===== config.mk =====
export PLATFORM = sky130hd
export DESIGN_NAME = reg_bank
export DESIGN_NICKNAME = d
export VERILOG_FILES = /design/src/rtl/reg_bank.sv
export SDC_FILE = /design/constraint.sdc
export NUM_CORES = 2
export LEC_CHECK = 0
export CORE_MARGIN = 2
export CORE_UTILIZATION = 63
export CTS_CLUSTER_SIZE = 24
export DETAILED_ROUTE_END_ITERATION = 10
export GPL_TIMING_DRIVEN = 0
export PLACE_DENSITY = 0.81
export SYNTH_ARGS = -nofsm -noshare
export SYNTH_HDL_FRONTEND = slang
export SYNTH_SLANG_ARGS = --single-unit

===== constraint.sdc =====
create_clock -name clk -period 50.2 [get_ports clk]
set_input_delay 15.06 -clock clk [delete_from_list [all_inputs] [get_ports clk]]
set_output_delay 15.06 -clock clk [all_outputs]
set_load 0.02 [all_outputs]

===== src/rtl/reg_bank.sv =====
// reg_bank: 32 x 32-bit architectural register file with a per-register valid scoreboard.
// Optional write-to-read forwarding is enabled by defining REGBANK_WRITE_BYPASS_EN.
module reg_bank #(
    parameter int NUM_READ_PORTS = 2,
    parameter int DATA_WIDTH     = 32,
    parameter int NUM_REGS       = 32,
    parameter int RADDR_WIDTH    = 7,
    localparam int IDX_W         = $clog2(NUM_REGS)
) (
    input  logic                                       clk,
    input  logic                                       reset,
    input  logic [DATA_WIDTH-1:0]                      write_data,
    input  logic [IDX_W-1:0]                           write_address,
    input  logic [NUM_READ_PORTS-1:0][RADDR_WIDTH-1:0] read_addr,
    output logic [NUM_READ_PORTS-1:0][DATA_WIDTH-1:0]  read_data,
    input  logic [IDX_W-1:0]                           invalidate_register,
    output logic [NUM_REGS-1:0]                        register_valid
);

    logic [DATA_WIDTH-1:0] regs [NUM_REGS];
    logic [NUM_REGS-1:1]   valid_q;

    // Entry 0 is cleared by reset and never written, so it always holds zero.
    always_ff @(posedge clk or posedge reset) begin
        if (reset) begin
            for (int i = 0; i < NUM_REGS; i++) begin
                regs[i] <= '0;
            end
        end else if (write_address != '0) begin
            regs[write_address] <= write_data;
        end
    end

    // The invalidate assignment comes last so it overrides a same-index writeback.
    always_ff @(posedge clk or posedge reset) begin
        if (reset) begin
            valid_q <= '1;
        end else begin
            for (int i = 1; i < NUM_REGS; i++) begin
                if (write_address == IDX_W'(i)) begin
                    valid_q[i] <= 1'b1;
                end
                if (invalidate_register == IDX_W'(i)) begin
                    valid_q[i] <= 1'b0;
                end
            end
        end
    end

    assign register_valid = {valid_q, 1'b1};

    for (genvar p = 0; p < NUM_READ_PORTS; p++) begin : g_read
        logic [IDX_W-1:0]      idx;
        logic [DATA_WIDTH-1:0] stored;
        logic                  unused_high_bits;

        assign idx              = read_addr[p][IDX_W-1:0];
        assign unused_high_bits = ^read_addr[p][RADDR_WIDTH-1:IDX_W];
        assign stored           = (idx == '0) ? '0 : regs[idx];

`ifdef REGBANK_WRITE_BYPASS_EN
        // Forward the in-flight writeback so a dependent read sees it this cycle.
        assign read_data[p] = (!reset && write_address != '0 && idx == write_address)
                              ? write_data : stored;
`else
        assign read_data[p] = stored;
`endif
    end

endmodule


-- Yosys cells after proc, flatten, opt, wreduce, memory -nomap -nowiden
Index checks and enable logic that the tools add are counted.
- register bits: 1055
- input bits: 58
- output and inout port bits: 96
- word-level logic and storage cells: 240
- $lt $le $gt $ge: 4
- equality and inequality tests: 62
- mux-type cells: 73
- bitwise gates (word level): 3
- reductions and logical operators: 35
- operator list (kind ; count):
    $bwmux W1024 ; 1
    $bmux W32 S5 ; 2
    $mux W32 ; 7
    $demux W32 S5 ; 1
    $eq A5 B5 Y1 const B ; 32
    $eq A5 B4 Y1 const B ; 16
    $mux W1 ; 62
    $reduce_bool A2 Y1 ; 31
    $eq A5 B3 Y1 const B ; 8
    $eq A5 B2 Y1 const B ; 4
    $ge A6 B6 Y1 const B ; 3
    $not A5 Y6 ; 3
    $eq A5 B1 Y1 const B ; 2
    $logic_not A5 Y1 ; 2
    $lt A6 B1 Y1 const B ; 1
    $reduce_bool A5 Y1 ; 1
    $logic_and A1 B1 Y1 ; 1

-- Logic depth before layout (Yosys ltp)
- word-level depth: 6
- depth in mapped cells: 7
- gate-level depth less buffers: 4

-- Worst setup path after synthesis
OpenSTA, ideal clock, no wires.
- path type: input to output
- from: in read_addr[8] in the netlist's numbering
- to: out read_data[33] in the netlist's numbering
- arrival: 16.663 ns
- data required time: 35.140 ns
- slack: 18.477 ns
- stages on the path: 7
- buffers on the path: 3
- cell sequence: buf_6 -> buf_6 -> nor2b_2 -> buf_4 -> a221oi_1 -> o21ai_0 -> a311oi_1
- RTL lines (element ; RTL line ; RTL):
    from (decl) ; 14 ; input logic [NUM_READ_PORTS-1:0][RADDR_WIDTH-1:0] read_addr,
    to (decl) ; 15 ; output logic [NUM_READ_PORTS-1:0][DATA_WIDTH-1:0] read_data,

==> impl_results.md <==
- Core area: 0.0882 mm2
- Yosys reg bits: 1055
- Crit path max fanout: 11
- Worst Path Arrival: 19.66 ns
- Power share of the sequential group: 43.9%
- Initial antenna violation count: 13
- Place WS: 16.02 ns
- Status: finished with violations
- Most used DFF post-synth: dfrtp_1
- Largest net degree at the start of global routing: 135
- Kind of critical path: in2out
- Clock Power Share: 32.1%
- Clock slew at reported path FFs: 0.06 ns
- Final setup fails: 0
- Post-synth EDFFs: 0
- Post-layout worst setup margin: 15.48 ns
- Row count: 109
- Htree depth: 3
- Internal power: 1.92 mW
- All-Layer GR Usage: 49.6%
- Drt initial violations: 6898
- Number of buffers created by CTS: 109
- Combinational share of power: 24.0%
- Area Growth Syn to Fin: 12.5%
- DP HPWL: 147000 um
- Failing checks: max-capacitance violations, max-slew violations
- Leak: 26.2 nW
- Clk root buf: clkbuf_16
- Avg Inst Size Synth: 15.0 um2
- Final-report hold violation count: 0
- Net Sw Power: 0.807 mW
- Gr ovfl total: 0
- Post-CTS Hold Buffers: 0
- Vias in the first global route: 41.4k
- Max_cap viols: 9
- RSZ-0062 raised after global routing: no
- I/O pin cnt: 154
- Die Span X: 302 um
- Port bufs: 137
- Synth Cell Area: 0.0560 mm2
- Req. time, crit path: 35.14 ns
- Slowest stage delay, CP: 1.31 ns
- Share of cells above drive strength 1: 48.5%
- Clock skew after layout: 0 ns
- Residual DRC: 0
- Seq/Total Area, Yosys: 47.2%
- Slew HR: -14.7%
- Minimum clock period: 34.72 ns
- Worst R2R Start: regs[117]
- Post_cts resized: 0
- TritonRoute pass-1 iters: 9
- CP Launch Type: input pin
- Pwr dens: 43.3 mW/mm2
- Sw Ratio: 29.6%
- Hold WS: 0.462 ns
- Worst hold path type: reg2reg
- Peak supply drop: 33.0 uV
- Routability Congestion: 1.04
- Layout filler cell count: 5684
- Synth unique cells: 43
- Routed Antenna Nets: 0
- Part of the cycle the worst path needs: 69.2%
- Synth async-reset ratio: 100%
- Final wirelength: 223000 um
- DIE AREA: 0.0913 mm2
- CP startpoint: read_addr[0]
- CP max stage cell: nor2_2
- Worst-Margin Slew: 1.72 ns
- Commonest non-fill, non-tap cell in the layout: mux2_2
- First-pass GRT wire length: 309000 um
- Final max-slew violation count: 99
- Crit-path cells: buf_2 -> inv_1 -> buf_2 -> buf_2 -> nor2_2 -> a22oi_1 -> a311oi_1 -> clkdlybuf4s50_1
- Vias per cell: 7.92
- WL/cell: 42.4 um
- Max Root-Sink Buffers: 3
- Commonest non-fill, non-tap cells in the layout: mux2_2, dfrtp_1, mux4_2, clkbuf_1, buf_2
- Initial Util: 63.4%
- Cell mode on critical path: buf_2
- DIE HEIGHT: 302 um
- Max Clk Rate: 0.0288 GHz
- Yosys warning count: 0
- Syn_nets: 3785
- Worst hold path startpoint: valid_q[3]
- Via Count: 41.7k
- Post-CTS setup buffer count: 0
- Endpoint class of the critical path: output pin
- Worst-Skew Late Latency: 0.70 ns
- Fin nets: 4045
- # clock sinks: 1055
- Post-Synthesis Cells: 3727
- CTS tree: yes
## path summary, 6_finish.rpt
kind	depth (start not counted)	to	slack, ns
worst max-delay path	8	read_data[9]	15.48
worst min-delay path	2	valid_q[3]	0.46
worst max register to register	1	regs[117]	49.35
worst min register to register	2	valid_q[3]	0.46
max in group asynchronous	6	regs[837]	33.15
min in group asynchronous	2	regs[733]	14.76
## synth_stat cells, drive strengths merged, types with 7 or more instances
| library cell | count | area, um2 |
|---|---|---|
| mux2 | 1056 | 11900 |
| dfrtp | 1024 | 25600 |
| mux4 | 448 | 10100 |
| buf | 242 | 1540 |
| clkbuf | 198 | 751 |
| mux2i | 128 | 1280 |
| o21ai | 111 | 556 |
| nor2b | 72 | 453 |
| a211oi | 64 | 480 |
| a22oi | 64 | 480 |
| a311oi | 64 | 561 |
| a221oi | 47 | 412 |
| nand2 | 47 | 176 |
| dfstp | 31 | 815 |
| a21oi | 26 | 130 |
| nor2 | 20 | 97.6 |
| o2111ai | 17 | 149 |
| o22a | 12 | 105 |
| inv | 11 | 41.3 |
| nand2b | 7 | 43.8 |
## routing by layer
metal	part of all wire [%]	global-route usage, %	vias to the layer above	routed length, um
li1	-	-	14966	-
met1	32	59.1	21378	72400
met2	40	65.9	4015	89700
met3	17	26.9	1299	37300
met4	11	40.7	18	23400
met5	0.12	1.92	-	260
## metrics by stage
stage / utilization [%] / setup TNS (ns) / cell area, um2 / cells / total power [mW]
final: 71.4 / 0 / 63000 / 5259 / 2.73
after global routing: 71.4 / 0 / 63000 / 5247 / 2.79
after CTS: 71.3 / 0 / 63000 / 5244 / 2.69
after detailed placement: 67.0 / 0 / 59100 / 5041 / 1.83
after global placement: 66.7 / -6120.36 / 58800 / 5029 / 1.80
after floorplan: - / 0 / 56000 / 3727 / 1.62
## layout make-up
type | instances | area, um2 | share of cell area, %
multi-input cells | 2221 | 27200 | 43.2
flip-flops and latches | 1055 | 26400 | 42.0
clock buffers | 164 | 3270 | 5.19
plain buffers | 440 | 2310 | 3.66
repair buffers | 149 | 1680 | 2.66
well taps | 1165 | 1460 | 2.31
clock inverters | 39 | 546 | 0.866
inverters | 11 | 48.8 | 0.0775
diodes | 15 | 37.5 | 0.0596
## logic make-up (layout without fill, tap and decap cells)
logic type / count (synthesis) / after routing / share of synthesized area [%]
flops: 1055 / 1055 / 47.2
mux: 1632 / 1632 / 41.6
compound gates: 409 / 409 / 5.19
simple gates: 179 / 179 / 1.86
other cells: 1 / 16 / 0.00670
buf+inv: 451 / 803 / 4.16
## worst max-delay path: cells and delay by family
family / cells / cell delay [ns]
compound gates: 2 / 1.30
buf+inv: 5 / 1.96
simple gates: 1 / 1.31
## flip-flops by register name, indices dropped and copies added, names as in the netlist
register / cells
regs: 1024
valid_q: 31
## power by group through the flow
stage / logic [mW] / registers (mW) / clock network, mW
4_1_cts: 0.634 / 1.19 / 0.866
2_1_floorplan: 0.456 / 1.16 / 0
3_3_place_gp: 0.608 / 1.19 / 0
6_report: 0.654 / 1.20 / 0.876
5_1_grt: 0.674 / 1.22 / 0.900
3_5_place_dp: 0.629 / 1.20 / 0
No activity file was read; power rests on OpenSTA's default activity.
